$ cat src/rtl/cpu_pkg.sv
// Shared CPU definitions: ALU op codes, forward-select encoding and default widths.
package cpu_pkg;

  localparam int DEF_DATA_W = 32;
  localparam int DEF_REG_AW = 5;

  localparam logic [3:0] ALU_AND = 4'b0000;
  localparam logic [3:0] ALU_OR  = 4'b0001;
  localparam logic [3:0] ALU_ADD = 4'b0010;
  localparam logic [3:0] ALU_SUB = 4'b0110;
  localparam logic [3:0] ALU_SLT = 4'b0111;
  localparam logic [3:0] ALU_NOR = 4'b1100;

  typedef enum logic [1:0] {
    FWD_RF,
    FWD_EXMEM,
    FWD_MEMWB
  } fwd_sel_e;

endpackage

$ cat src/rtl/fwd_mux.sv
// Combinational operand forwarding select: EX/MEM beats MEM/WB, register 0 is never forwarded.
module fwd_mux
  import cpu_pkg::*;
#(
  parameter int DATA_W = DEF_DATA_W,
  parameter int REG_AW = DEF_REG_AW
) (
  input  logic [REG_AW-1:0] src_addr_i,
  input  logic [DATA_W-1:0] rf_data_i,
  input  logic              exmem_reg_write_i,
  input  logic [REG_AW-1:0] exmem_rd_addr_i,
  input  logic [DATA_W-1:0] exmem_result_i,
  input  logic              memwb_reg_write_i,
  input  logic [REG_AW-1:0] memwb_rd_addr_i,
  input  logic [DATA_W-1:0] memwb_result_i,
  output logic [DATA_W-1:0] fwd_data_o
);

  fwd_sel_e sel;

  always_comb begin
    // NOTE: every combinational output is given a default first so no path infers a latch.
    sel = FWD_RF;
    if (exmem_reg_write_i && (exmem_rd_addr_i != '0) && (exmem_rd_addr_i == src_addr_i)) begin
      sel = FWD_EXMEM;
    end else if (memwb_reg_write_i && (memwb_rd_addr_i != '0) && (memwb_rd_addr_i == src_addr_i)) begin
      sel = FWD_MEMWB;
    end
  end

  always_comb begin
    unique case (sel)
      FWD_EXMEM: fwd_data_o = exmem_result_i;
      FWD_MEMWB: fwd_data_o = memwb_result_i;
      default:   fwd_data_o = rf_data_i;
    endcase
  end

endmodule

$ cat src/rtl/id_ex_stage.sv
// ID/EX pipeline register with load-use hazard detection, valid/ready handshake,
// flush, and forwarded ALU operand selection.
module id_ex_stage
  import cpu_pkg::*;
#(
  parameter int DATA_W = DEF_DATA_W,
  parameter int REG_AW = DEF_REG_AW
) (
  input  logic              clk,
  input  logic              rst,
  input  logic              flush,
  input  logic              in_valid,
  output logic              in_ready,
  input  logic [DATA_W-1:0] id_rs_data,
  input  logic [DATA_W-1:0] id_rt_data,
  input  logic [DATA_W-1:0] id_imm,
  input  logic [REG_AW-1:0] id_rs_addr,
  input  logic [REG_AW-1:0] id_rt_addr,
  input  logic [REG_AW-1:0] id_rd_addr,
  input  logic [3:0]        id_alu_ctrl,
  input  logic              id_alu_src,
  input  logic              id_reg_write,
  input  logic              id_mem_read,
  input  logic              id_mem_write,
  input  logic              id_mem_to_reg,
  input  logic              exmem_reg_write,
  input  logic [REG_AW-1:0] exmem_rd_addr,
  input  logic [DATA_W-1:0] exmem_result,
  input  logic              memwb_reg_write,
  input  logic [REG_AW-1:0] memwb_rd_addr,
  input  logic [DATA_W-1:0] memwb_result,
  input  logic              ex_ready,
  output logic              ex_valid,
  output logic [DATA_W-1:0] alu_data1,
  output logic [DATA_W-1:0] alu_data2,
  output logic [3:0]        alu_ctrl,
  output logic [DATA_W-1:0] ex_store_data,
  output logic [REG_AW-1:0] ex_rd_addr,
  output logic              ex_reg_write,
  output logic              ex_mem_read,
  output logic              ex_mem_write,
  output logic              ex_mem_to_reg
);

  logic              valid_q, valid_d;
  logic [DATA_W-1:0] rs_data_q, rs_data_d, rt_data_q, rt_data_d, imm_q, imm_d;
  logic [REG_AW-1:0] rs_addr_q, rs_addr_d, rt_addr_q, rt_addr_d, rd_addr_q, rd_addr_d;
  logic [3:0]        alu_ctrl_q, alu_ctrl_d;
  logic              alu_src_q, alu_src_d;
  logic              reg_write_q, reg_write_d, mem_read_q, mem_read_d;
  logic              mem_write_q, mem_write_d, mem_to_reg_q, mem_to_reg_d;

  logic              hazard, advance, load;
  logic [DATA_W-1:0] fwd_rs, fwd_rt;

  // Conservative: a load in EX stalls any ID consumer of its rd, immediate or not.
  assign hazard   = valid_q & mem_read_q & (rd_addr_q != '0) &
                    ((rd_addr_q == id_rs_addr) | (rd_addr_q == id_rt_addr));
  assign advance  = ex_ready | ~valid_q;
  assign in_ready = advance & ~hazard;
  assign load     = in_valid & in_ready;

  always_comb begin
    valid_d      = valid_q;
    rs_data_d    = rs_data_q;
    rt_data_d    = rt_data_q;
    imm_d        = imm_q;
    rs_addr_d    = rs_addr_q;
    rt_addr_d    = rt_addr_q;
    rd_addr_d    = rd_addr_q;
    alu_ctrl_d   = alu_ctrl_q;
    alu_src_d    = alu_src_q;
    reg_write_d  = reg_write_q;
    mem_read_d   = mem_read_q;
    mem_write_d  = mem_write_q;
    mem_to_reg_d = mem_to_reg_q;
    if (flush || (advance && !load)) begin
      valid_d     = 1'b0;
      reg_write_d = 1'b0;
      mem_read_d  = 1'b0;
      mem_write_d = 1'b0;
    end else if (advance) begin
      valid_d      = 1'b1;
      rs_data_d    = id_rs_data;
      rt_data_d    = id_rt_data;
      imm_d        = id_imm;
      rs_addr_d    = id_rs_addr;
      rt_addr_d    = id_rt_addr;
      rd_addr_d    = id_rd_addr;
      alu_ctrl_d   = id_alu_ctrl;
      alu_src_d    = id_alu_src;
      reg_write_d  = id_reg_write;
      mem_read_d   = id_mem_read;
      mem_write_d  = id_mem_write;
      mem_to_reg_d = id_mem_to_reg;
    end
  end

  always_ff @(posedge clk or posedge rst) begin
    // NOTE: sequential state uses non-blocking assignments so every register samples pre-edge values.
    if (rst) begin
      valid_q      <= 1'b0;
      rs_data_q    <= '0;
      rt_data_q    <= '0;
      imm_q        <= '0;
      rs_addr_q    <= '0;
      rt_addr_q    <= '0;
      rd_addr_q    <= '0;
      alu_ctrl_q   <= '0;
      alu_src_q    <= 1'b0;
      reg_write_q  <= 1'b0;
      mem_read_q   <= 1'b0;
      mem_write_q  <= 1'b0;
      mem_to_reg_q <= 1'b0;
    end else begin
      valid_q      <= valid_d;
      rs_data_q    <= rs_data_d;
      rt_data_q    <= rt_data_d;
      imm_q        <= imm_d;
      rs_addr_q    <= rs_addr_d;
      rt_addr_q    <= rt_addr_d;
      rd_addr_q    <= rd_addr_d;
      alu_ctrl_q   <= alu_ctrl_d;
      alu_src_q    <= alu_src_d;
      reg_write_q  <= reg_write_d;
      mem_read_q   <= mem_read_d;
      mem_write_q  <= mem_write_d;
      mem_to_reg_q <= mem_to_reg_d;
    end
  end

  fwd_mux #(.DATA_W(DATA_W), .REG_AW(REG_AW)) u_fwd_rs (
    .src_addr_i        (rs_addr_q),
    .rf_data_i         (rs_data_q),
    .exmem_reg_write_i (exmem_reg_write),
    .exmem_rd_addr_i   (exmem_rd_addr),
    .exmem_result_i    (exmem_result),
    .memwb_reg_write_i (memwb_reg_write),
    .memwb_rd_addr_i   (memwb_rd_addr),
    .memwb_result_i    (memwb_result),
    .fwd_data_o        (fwd_rs)
  );

  fwd_mux #(.DATA_W(DATA_W), .REG_AW(REG_AW)) u_fwd_rt (
    .src_addr_i        (rt_addr_q),
    .rf_data_i         (rt_data_q),
    .exmem_reg_write_i (exmem_reg_write),
    .exmem_rd_addr_i   (exmem_rd_addr),
    .exmem_result_i    (exmem_result),
    .memwb_reg_write_i (memwb_reg_write),
    .memwb_rd_addr_i   (memwb_rd_addr),
    .memwb_result_i    (memwb_result),
    .fwd_data_o        (fwd_rt)
  );

  assign ex_valid      = valid_q;
  assign alu_data1     = fwd_rs;
  assign alu_data2     = alu_src_q ? imm_q : fwd_rt;
  assign ex_store_data = fwd_rt;
  assign alu_ctrl      = alu_ctrl_q;
  assign ex_rd_addr    = rd_addr_q;
  assign ex_reg_write  = reg_write_q;
  assign ex_mem_read   = mem_read_q;
  assign ex_mem_write  = mem_write_q;
  assign ex_mem_to_reg = mem_to_reg_q;

endmodule

$ cat config.mk
export PLATFORM = sky130hd
export DESIGN_NAME = id_ex_stage
export DESIGN_NICKNAME = d
export VERILOG_FILES = /design/src/rtl/cpu_pkg.sv /design/src/rtl/fwd_mux.sv /design/src/rtl/id_ex_stage.sv
export SDC_FILE = /design/constraint.sdc
export NUM_CORES = 1
export LEC_CHECK = 0
export BUFFER_PORTS_ARGS = -buffer_cell sky130_fd_sc_hd__buf_2
export CAP_MARGIN = 5
export CORE_ASPECT_RATIO = 0.8
export CORE_UTILIZATION = 50
export DETAILED_ROUTE_END_ITERATION = 10
export PLACE_DENSITY_LB_ADDON = 0.12
export REMOVE_ABC_BUFFERS = 1
export SLEW_MARGIN = 20
export SYNTH_ARGS = -nofsm -noshare
export SYNTH_HDL_FRONTEND = slang
export SYNTH_HIERARCHICAL = 1
export SYNTH_SLANG_ARGS = --single-unit
$ cat constraint.sdc
create_clock -name clk -period 4.9 [get_ports clk]
set_clock_uncertainty 0.05 [all_clocks]
set_input_delay 1.225 -clock clk [delete_from_list [all_inputs] [get_ports clk]]
set_output_delay 1.225 -clock clk [all_outputs]
set_load 0.02 [all_outputs]
==> impl_metrics.csv <==
group,metric,value,unit
clock_network,holdBufCountCts,0,
critical_path,start_kind,"input port",
route,postRouteWirelength,25300,um
synthesis,fraction_of_synthesized_cell_area_taken_by_the_top_area_cell_type,37.40,%
power,p_per_area,401.4,nW/um^2
synthesis,yosys.cell_count.top_type,"sky130_fd_sc_hd__dfrtp_1",
timing,timing.final.hold_violations,0,
clock_network,clkTransAtPathRegs,0.05,ns
critical_path,crit_type,"input port to output port",
final_layout,final_net_count,1151,
synthesis,ys_top_cells_by_count,"sky130_fd_sc_hd__dfrtp_1 (121), sky130_fd_sc_hd__mux2_1 (117), sky130_fd_sc_hd__nor4_1 (64), sky130_fd_sc_hd__o31ai_1 (64), sky130_fd_sc_hd__a31oi_2 (58)",
placed_design,last_weighted_congestion_value_of_the_routability_driven_placer,0.8891,
placed_design,io_buffer_count,311,
clock_network,post_cts_buffers,0,
critical_path,worst-endpoint-required,3.62,ns
critical_path,regToRegEndpoint,"imm_q[21]",
synthesis,post_synth.cell_area_avg,11.98,um^2
floorplanning,core_area,15800,um^2
route,post_drt_via_cell_ratio,6.050,
critical_path,timing.critical_path.fanout_max,39,
route,routed-via-count,7121,
synthesis,synthesis.instances,676,
synthesis,synth_cell_types,33,
synthesis,synth_area_leader_cell,"sky130_fd_sc_hd__dfrtp_1",
critical_path,cp.arrival,3.39,ns
floorplanning,io_pins,312,
run,max-cap-violations,0,
timing,fin_crit,4.661,ns
timing,max_slew.worst_pin.slew,0.9313,ns
route,wire_per_inst,21.49,um
clock_network,clock_insertion_delay_at_the_later_pin_of_the_skew_report,0.41,ns
clock_network,cts_root_buffer,"sky130_fd_sc_hd__clkbuf_16",
floorplanning,initial_utilization,51.24,%
global_route,aggregate_global_route_resource_usage,30.57,%
global_route,grt_overflow,0,
route,drt_drc_violations_left,0,
clock_network,tritoncts,"built",
timing,whs,0.4281,ns
clock_network,clock_path_buffers,2,
route,number_of_design_rule_violations_left_by_the_first_detailed_router_iteration,365,
global_route,grt_max_degree,65,
synthesis,synth_enable_flop_cells,0,
timing,fmax,0.2146,GHz
final_layout,layout_top_registers,"imm_q x32, rs_data_q x32, rt_data_q x32",
synthesis,synth_area,8095,um^2
power,vdd_ir_drop_max,241.4,uV
timing,final.setup.tns,0,ns
hold_path,worst_hold_startpoint,"imm_q[24]",
floorplanning,row_count,41,
synthesis,synthesis.yosys.warnings,6,
global_route,global_route_wire_length_before_repair,38460,um
synthesis,main_flop_type_after_synthesis,"sky130_fd_sc_hd__dfrtp_1",
synthesis,number_of_storage_elements_in_the_synthesis_netlist,121,
clock_network,cts_inserted_buffers,17,
final_layout,fillerInstances,1295,
placed_design,dp_hpwl,17290,um
clock_network,cts.sink_count,121,
synthesis,post_synth_main_area_contributors,"sky130_fd_sc_hd__dfrtp_1 (37%), sky130_fd_sc_hd__mux2_1 (16%), sky130_fd_sc_hd__a31oi_2 (9.0%)",
final_layout,drive_gt1_share,50.42,%
hold_path,hold_path_depth,1,
power,p_leak,0.004190,uW
critical_path,regToRegStartpoint,"ex_rd_addr[0]",
critical_path,worstSetupStartpoint,"memwb_rd_addr[4]",
floorplanning,floorplan.die.height,115.8,um
clock_network,htree_levels,4,
critical_path,worst_r2r_path_depth,5,
timing,max_slew_margin,37.78,%
floorplanning,die-area,16710,um^2
timing,rsz0062_at_grt,"false",
timing,timing_max_transition_violations_final,0,
global_route,number_of_global_route_vias_before_repair,7296,
critical_path,worst_setup_path_end_kind,"output port",
hold_path,worstHoldPathType,"flop to flop",
route,final_antenna_net_count,0,
clock_network,postCtsResizedCells,0,
floorplanning,chipWidth,144.3,um
synthesis,synthArstFlopShare,100.0,%
timing,min_period_over_period,95.12,%
synthesis,part_of_the_yosys_area_used_for_sequential_elements,37.40,%
critical_path,regToRegSetupSlack,2.26,ns
timing,timing.final.setup_violations,0,
final_layout,area_growth_syn_to_layout,26.54,%
outcome,status,"complete, no violations",
hold_path,end_point_of_the_worst_hold_path,"imm_q[24]",
final_layout,final_core_utilization,64.83,%
route,initial_drt_pass_iterations,5,
global_route,initial_antenna_violation_count,2,
worst max path at each step:
| stage | end | slack [ns] | cells after the start |
|---|---|---|---|
| after global routing | alu_data2[3] | 0.07 | 8 |
| after floorplan | alu_data2[28] | -0.89 | 5 |
| final | alu_data2[17] | 0.24 | 8 |
| after CTS | alu_data2[3] | 0.23 | 8 |
| after detailed placement | alu_data2[3] | 0.25 | 8 |
| after global placement | alu_data2[17] | 0.31 | 8 |
per-stage QoR:
stage	setup WS [ns]	cell area (um^2)	instances	total power, uW
detailed placement	0.2454	9624	1146	2797
global route	0.06924	10240	1176	4305
CTS	0.2302	10240	1175	4133
global placement	0.3096	9624	1146	2752
finish	0.2391	10240	1177	4112
floorplan	-0.8938	7520	597	2214
critical path, stage by stage:
cell and delay [ns]:
sky130_fd_sc_hd__buf_2 0.12, sky130_fd_sc_hd__and2_1 0.18, sky130_fd_sc_hd__a21oi_4 0.70, sky130_fd_sc_hd__buf_4 0.41, sky130_fd_sc_hd__or4b_1 0.19, sky130_fd_sc_hd__a31oi_2 0.10
sky130_fd_sc_hd__mux2_2 0.28, sky130_fd_sc_hd__buf_2 0.16
layout by cell type, fill, tap and decap left out, types with 14 or more instances in the layout:
master,instances
sky130_fd_sc_hd__buf_2,311
sky130_fd_sc_hd__dfrtp_1,120
sky130_fd_sc_hd__xnor2_1,26
sky130_fd_sc_hd__or4b_2,14
sky130_fd_sc_hd__a31oi_2,58
sky130_fd_sc_hd__clkbuf_16,17
sky130_fd_sc_hd__mux2_2,32
sky130_fd_sc_hd__buf_4,18
sky130_fd_sc_hd__or4b_1,50
sky130_fd_sc_hd__nor4_1,64
sky130_fd_sc_hd__mux2_1,117
sky130_fd_sc_hd__o31ai_1,64
layout make-up:
class,count,area (um^2),share of cell area [%]
multi-input cells,475,4528,44.20
flip-flops and latches,121,3029,29.57
repair buffers,334,1792,17.49
clock buffers,20,466.7,4.556
well taps,215,269.0,2.626
clock inverters,9,147.6,1.441
inverters,1,6.256,0.06107
diodes,2,5.005,0.04886
routing by layer:
layer	GRT usage (%)	vias up	part of all wire, %	wire [um]
li1	-	3252	-	-
met1	37.10	3467	40	10230
met2	51.11	354	49	12330
met3	8.264	48	8.4	2135
met4	13.61	0	2.4	607
met5	0	-	0	0
cells by family after synthesis:
kind of cell,share of synthesized area [%]
and+or+nand+nor,15.19
buffers and inverters,7.156
muxes,20.73
xor gates and xnor gates,2.813
DFF,37.40
AOI/OAI and AO/OA,16.71
report_power, final:
part           internal [uW]  total, uW  switching [uW]
combinational            585       1490             905
sequential              1170       1300             128
clock                    879       1320             442
total                   2640       4110            1480
(Power assumes the default switching activity.)
